### src/rtl/uart_rx_if.sv
`default_nettype none
// ============================================================================
// Module      : uart_rx_if
// Description : Port bundle for the UART receiver. It carries the serial
//               line and frame configuration from the line side to the
//               receiver, and carries the received word and status flags
//               back from the receiver to the consumer.
//   master : drives RX_IN, PRESCALE, PAR_EN, PAR_TYP; observes P_DATA,
//            Data_Valid, par_err, stop_err
//   slave  : the receiver itself (the opposite directions)
// Revision    : 1.0 - initial release
// ============================================================================
interface uart_rx_if #(
    parameter int P_DATA_WIDTH = 8
);
    logic                    RX_IN;
    logic [5:0]              PRESCALE;
    logic                    PAR_EN;
    logic                    PAR_TYP;
    logic [P_DATA_WIDTH-1:0] P_DATA;
    logic                    Data_Valid;
    logic                    par_err;
    logic                    stop_err;

    modport master (
        output RX_IN, PRESCALE, PAR_EN, PAR_TYP,
        input  P_DATA, Data_Valid, par_err, stop_err
    );

    modport slave (
        input  RX_IN, PRESCALE, PAR_EN, PAR_TYP,
        output P_DATA, Data_Valid, par_err, stop_err
    );
endinterface
`default_nettype wire

### src/rtl/uart_rx.sv
`default_nettype none
// ============================================================================
// Module      : uart_rx
// Description : Oversampling UART receiver. It detects a start bit, then
//               recovers an LSB-first data word, an optional parity bit and
//               one stop bit. A good frame updates P_DATA with a one-cycle
//               Data_Valid pulse. Parity and framing errors are flagged and
//               stay set until the next start detection.
// Ports       : CLK        - oversampling clock (PRESCALE ticks per bit)
//               RST        - synchronous reset, active low
//               bus.slave  - RX_IN, PRESCALE, PAR_EN, PAR_TYP in;
//                            P_DATA, Data_Valid, par_err, stop_err out
// Options     : UART_RX_MAJORITY_VOTE_EN - 2-of-3 vote around mid-bit
//               instead of a single sample at mid-bit.
// Revision    : 1.0 - initial release
// ============================================================================
module uart_rx #(
    parameter int P_DATA_WIDTH = 8
) (
    input  wire logic CLK,
    input  wire logic RST,
    uart_rx_if.slave  bus
);

    localparam int BCW = (P_DATA_WIDTH > 1) ? $clog2(P_DATA_WIDTH) : 1;
    localparam logic [BCW-1:0] c_LAST_BIT = BCW'(P_DATA_WIDTH - 1);

    typedef enum logic [2:0] {
        S_IDLE   = 3'd0,
        S_START  = 3'd1,
        S_DATA   = 3'd2,
        S_PARITY = 3'd3,
        S_STOP   = 3'd4
    } state_t;

    state_t                  state_q;
    logic [5:0]              edge_cnt_q;
    logic [BCW-1:0]          bit_cnt_q;
    logic [P_DATA_WIDTH-1:0] shift_q;
    logic [P_DATA_WIDTH-1:0] p_data_q;
    logic                    dv_q;
    logic                    par_err_q;
    logic                    stop_err_q;
    logic                    par_en_q;
    logic                    par_typ_q;

    logic [5:0]              w_mid;
    logic                    w_last;
    logic                    w_dec;
    logic                    w_bit;
    logic                    w_par_exp;
    logic [P_DATA_WIDTH:0]   w_shift_ext;

    assign w_mid       = {1'b0, bus.PRESCALE[5:1]};
    assign w_last      = (edge_cnt_q == (bus.PRESCALE - 6'd1));
    assign w_par_exp   = (^shift_q) ^ par_typ_q;
    // New bit enters at the MSB; after the last bit the first bit is at LSB.
    assign w_shift_ext = {w_bit, shift_q};

`ifdef UART_RX_MAJORITY_VOTE_EN
    // Samples at mid-1 and mid; the third vote is the live input at mid+1,
    // so the decision edge moves to mid+1 while bit boundaries stay put.
    logic [1:0] vote_q;

    always_ff @(posedge CLK) begin
        if (!RST) begin
            vote_q <= 2'b00;
        end else begin
            if (edge_cnt_q == (w_mid - 6'd1)) vote_q[0] <= bus.RX_IN;
            if (edge_cnt_q == w_mid)          vote_q[1] <= bus.RX_IN;
        end
    end

    assign w_dec = (edge_cnt_q == (w_mid + 6'd1));
    assign w_bit = (vote_q[0] & vote_q[1]) |
                   (vote_q[0] & bus.RX_IN) |
                   (vote_q[1] & bus.RX_IN);
`else
    assign w_dec = (edge_cnt_q == w_mid);
    assign w_bit = bus.RX_IN;
`endif

    always_ff @(posedge CLK) begin
        if (!RST) begin
            state_q    <= S_IDLE;
            edge_cnt_q <= 6'd0;
            bit_cnt_q  <= '0;
            shift_q    <= '0;
            p_data_q   <= '0;
            dv_q       <= 1'b0;
            par_err_q  <= 1'b0;
            stop_err_q <= 1'b0;
            par_en_q   <= 1'b0;
            par_typ_q  <= 1'b0;
        end else begin
            dv_q <= 1'b0;
            case (state_q)
                S_IDLE: begin
                    edge_cnt_q <= 6'd0;
                    bit_cnt_q  <= '0;
                    if (!bus.RX_IN) begin
                        // The detect cycle counts as tick 0 of the start bit.
                        state_q    <= S_START;
                        edge_cnt_q <= 6'd1;
                        par_en_q   <= bus.PAR_EN;
                        par_typ_q  <= bus.PAR_TYP;
                        par_err_q  <= 1'b0;
                        stop_err_q <= 1'b0;
                    end
                end

                S_START: begin
                    if (w_dec && w_bit) begin
                        // Line went back high by mid-bit: treat as a glitch.
                        state_q    <= S_IDLE;
                        edge_cnt_q <= 6'd0;
                    end else if (w_last) begin
                        state_q    <= S_DATA;
                        edge_cnt_q <= 6'd0;
                    end else begin
                        edge_cnt_q <= edge_cnt_q + 6'd1;
                    end
                end

                S_DATA: begin
                    if (w_dec) shift_q <= w_shift_ext[P_DATA_WIDTH:1];
                    if (w_last) begin
                        edge_cnt_q <= 6'd0;
                        if (bit_cnt_q == c_LAST_BIT) begin
                            bit_cnt_q <= '0;
                            state_q   <= par_en_q ? S_PARITY : S_STOP;
                        end else begin
                            bit_cnt_q <= bit_cnt_q + 1'b1;
                        end
                    end else begin
                        edge_cnt_q <= edge_cnt_q + 6'd1;
                    end
                end

                S_PARITY: begin
                    if (w_dec && (w_bit != w_par_exp)) par_err_q <= 1'b1;
                    if (w_last) begin
                        state_q    <= S_STOP;
                        edge_cnt_q <= 6'd0;
                    end else begin
                        edge_cnt_q <= edge_cnt_q + 6'd1;
                    end
                end

                S_STOP: begin
                    if (w_dec && !w_bit) stop_err_q <= 1'b1;
                    if (w_last) begin
                        state_q    <= S_IDLE;
                        edge_cnt_q <= 6'd0;
                        // Stop decision precedes the last tick, so both
                        // flags already reflect this frame here.
                        if (!par_err_q && !stop_err_q) begin
                            p_data_q <= shift_q;
                            dv_q     <= 1'b1;
                        end
                    end else begin
                        edge_cnt_q <= edge_cnt_q + 6'd1;
                    end
                end

                default: begin
                    state_q    <= S_IDLE;
                    edge_cnt_q <= 6'd0;
                end
            endcase
        end
    end

    assign bus.P_DATA     = p_data_q;
    assign bus.Data_Valid = dv_q;
    assign bus.par_err    = par_err_q;
    assign bus.stop_err   = stop_err_q;

endmodule
`default_nettype wire

### src/flat_wrapper.sv
// flat-port wrapper written by rule: the top's interface ports become plain ports
module uart_rx_flat 
#(
    parameter int P_DATA_WIDTH = 8
)
  (CLK, RST, bus_RX_IN, bus_PRESCALE, bus_PAR_EN, bus_PAR_TYP, bus_P_DATA, bus_Data_Valid, bus_par_err, bus_stop_err);
  uart_rx_if #(.P_DATA_WIDTH(P_DATA_WIDTH)) bus_i ();
  input  wire logic CLK;
  input  wire logic RST;
  input wire logic [$bits(bus_i.RX_IN)-1:0] bus_RX_IN;
  input wire logic [$bits(bus_i.PRESCALE)-1:0] bus_PRESCALE;
  input wire logic [$bits(bus_i.PAR_EN)-1:0] bus_PAR_EN;
  input wire logic [$bits(bus_i.PAR_TYP)-1:0] bus_PAR_TYP;
  output wire logic [$bits(bus_i.P_DATA)-1:0] bus_P_DATA;
  output wire logic [$bits(bus_i.Data_Valid)-1:0] bus_Data_Valid;
  output wire logic [$bits(bus_i.par_err)-1:0] bus_par_err;
  output wire logic [$bits(bus_i.stop_err)-1:0] bus_stop_err;
  assign bus_i.RX_IN = bus_RX_IN;
  assign bus_i.PRESCALE = bus_PRESCALE;
  assign bus_i.PAR_EN = bus_PAR_EN;
  assign bus_i.PAR_TYP = bus_PAR_TYP;
  assign bus_P_DATA = bus_i.P_DATA;
  assign bus_Data_Valid = bus_i.Data_Valid;
  assign bus_par_err = bus_i.par_err;
  assign bus_stop_err = bus_i.stop_err;
  uart_rx #(.P_DATA_WIDTH(P_DATA_WIDTH)) u_core (.CLK(CLK), .RST(RST), .bus(bus_i));
endmodule
### config.mk
export PLATFORM = sky130hd
export DESIGN_NAME = uart_rx_flat
export DESIGN_NICKNAME = d
export VERILOG_FILES = /design/src/rtl/uart_rx_if.sv /design/src/rtl/uart_rx.sv /design/src/flat_wrapper.sv
export SDC_FILE = /design/constraint.sdc
export NUM_CORES = 1
export LEC_CHECK = 0
export CAP_MARGIN = 20
export CORE_ASPECT_RATIO = 1.2
export CORE_MARGIN = 1.5
export CORE_UTILIZATION = 40
export CTS_BUF_LIST = sky130_fd_sc_hd__clkbuf_4
export DETAILED_ROUTE_END_ITERATION = 8
export SLEW_MARGIN = 20
export SYNTH_ARGS = -nofsm -noshare
export SYNTH_HDL_FRONTEND = slang
export SYNTH_SLANG_ARGS = --single-unit
### constraint.sdc
create_clock -name CLK -period 2.1 [get_ports CLK]
set_input_delay 0.42 -clock CLK [delete_from_list [all_inputs] [get_ports CLK]]
set_output_delay 0.42 -clock CLK [all_outputs]
set_load 0.02 [all_outputs]
==> out/results.txt <==
Status: complete, no violations
Die W: 64.14 um
Final Critical Period: 2.016 ns
Crit Path Max Fanout: 5
Fillcell total: 430
Distinct cells, synth: 42
Largest net degree at the start of global routing: 24
Root buffer cell: clkbuf_4
CP Launch Type: primary input
Routed WL per cell: 13.59 um
PD cells: 733.2 nW/um^2
Clk sinks: 33
WP data arrival: 2.30 ns
Post-synth EDFFs: 0
Synthesized area: 1794 sq um
Final Setup Violations: 0
Final ANT Viol Nets: 0
Final nets: 252
Seq/Total Area, Yosys: 0.3682
Max_cap viols: 0
Via/cell ratio: 5.139
Starting Density: 0.4178
VDD IR-drop max: 605.8 uV
RD Place Congestion: 0.8539
Starting DRT DRC Count: 59
Mean Syn Cell Area: 9.016 sq um
Hold buffers post-CTS: 0
Drt pass-1 iters: 6
Antenna violations before repair: 0
Die height: 76.37 um
First-pass GRT wire length: 6969 um
DRC: 0
Synth Warn #: 0
Ant diodes: 0
Unrepaired setup endpoints after global routing: no
Share of layout cells above drive strength 1: 0.1597
Final period util: 0.9600
Crit path kind: primary input to register
DP Wirelength: 2888 um
# port buffers: 21
WL final: 3996 um
Final Max Tran Viols: 0
Worst-margin pin slew: 0.4582 ns
Clock Tree Buf Depth: 2
Via count: 1511
Clk_skew: 0.01125 ns
Final hold vios: 0
Leading area contributor after synthesis: dfxtp_1
Core Footprint: 4294 sq um
Synth top cells by count: dfxtp_1, nand2_1, nor2_1
Die area: 4898 sq um
Async set or reset register ratio after synthesis: 0
Clk_lat worst skew: 0.34 ns
Most frequent cell after synthesis: dfxtp_1
Area contributors post-synth: dfxtp_1, mux2i_1, xnor2_1
Rel. slew slack: 0.6941
Syn-to-layout area delta: 28.45%
Post-Place Cells: 285
Vias in the first global route: 1508
Leakage: 0.9710 nW
Num rows: 26
Fin cells: 294
Gr usage total: 0.1817
Clk pin slew, worst setup/hold paths: 0.11 ns
Total CTS buffers: 5
Dominant synthesized flop cell: dfxtp_1
Grt ovf: 0
CTS H-tree lvls: 2
Syn_nets: 214
I/O pins: 22
Hold WS: 0.4642 ns
Share of the synthesized area in the top cell type: 0.3682
Flops & latches, synth: 33
Crit path required time: 2.38 ns
Fmax: 496.1 MHz
HP Class: register to register
Mapped Cells: 199
CP Capture Type: register
CTS tree: yes
## where the power goes
| group | switching (mW) | total (mW) | internal, mW |
|---|---|---|---|
| clock | 0.220 | 0.480 | 0.261 |
| combinational | 0.232 | 0.474 | 0.242 |
| sequential | 0.0721 | 0.735 | 0.663 |
## final timing paths
check                             from                    to  slack [ns]  depth (start not counted)
hold / removal    u_core.bus.P_DATA[5]  u_core.bus.P_DATA[5]        0.46                          2
setup reg to reg  u_core.edge_cnt_q[5]   u_core.bit_cnt_q[1]        0.28                          6
setup / recovery       bus_PRESCALE[0]   u_core.bit_cnt_q[1]        0.08                          7
hold reg to reg   u_core.bus.P_DATA[5]  u_core.bus.P_DATA[5]        0.46                          2
## stage by stage
step	util	setup TNS (ns)	cell area, sq um	worst slack [ns]	power, mW
6_report	0.5367	0	2305	0.08410	1.690
3_5_place_dp	0.5149	-10.37	2211	-0.4827	1.216
5_1_grt	0.5367	0	2305	0.009264	1.786
4_1_cts	0.5361	0	2302	0.06028	1.698
3_3_place_gp	0.5149	-9.226	2211	-0.4067	1.209
2_1_floorplan	-	0	1794	0.08201	1.032
## sequential cells by signal (all words and copies together) (netlist names)
register / count
u_core.state_q: 3
u_core.bit_cnt_q: 3
u_core.bus.par_err: 1
u_core.par_typ_q: 1
u_core.bus.P_DATA: 8
u_core.shift_q: 8
u_core.edge_cnt_q: 6
u_core.par_en_q: 1
u_core.bus.stop_err: 1
u_core.bus.Data_Valid: 1
## cells in the final DEF (no fill, tap or decap), types with 2 or more instances in the layout
cell type,netlist,routed
dfxtp_1,33,33
nand2_1,26,26
buf_4,0,19
nor3_1,4,3
nand3_1,7,7
nand2b_1,2,2
nor4_1,2,2
dlygate4sd2_1,0,3
o211ai_1,2,2
clkdlybuf4s50_1,0,17
o41a_1,2,2
mux2i_1,20,20
xnor2_1,14,14
o211a_1,2,2
and3_1,4,4
inv_1,3,3
clkbuf_4,0,6
ha_1,4,4
nor2_1,22,22
o21ai_0,8,7
xor2_1,9,9
buf_12,0,2
nor2b_1,2,2
## kinds of logic after synthesis
kind of cell / count (synthesis) / share of synthesized area
compound gates: 22 / 0.1018
xor+xnor: 24 / 0.1248
simple gates: 81 / 0.2336
buf+inv: 15 / 0.03208
mux: 20 / 0.1116
flops: 33 / 0.3682
fa+ha+maj: 4 / 0.02790
## critical path, stage by stage
cell	delay (ns)
dlygate4sd2_1	0.26
or3_4	0.41
nor4_4	0.33
o2111ai_4	0.21
buf_6	0.18
o41a_1	0.42
o21ai_1	0.08
## area by class of cell
type	count	area [sq um]	share of cell area
Tap cell	56	70.07	0.03040
Multi-Input combinational cell	151	1081	0.4691
Sequential cell	33	660.6	0.2866
Clock inverter	2	33.78	0.01466
Timing Repair Buffer	43	402.9	0.1748
Clock buffer	6	45.04	0.01954
Inverter	3	11.26	0.004886
## metal layers
metal,vias to the layer above,routed length [um],GRT usage
met2,32,2035,0.3042
li1,765,-,-
met5,-,0,0
met1,707,1686,0.2161
met4,0,78,0.08723
met3,7,196,0.04284
## what timing repair did
action | in CTS | in global routing
gates cloned | 0 | 0
pin swaps | 5 | 0
resized for setup | 6 | 1
endpoints found under the setup margin | 20 | 10
setup buffers | 1 | 0
Power figures use the tool's default switching activity.
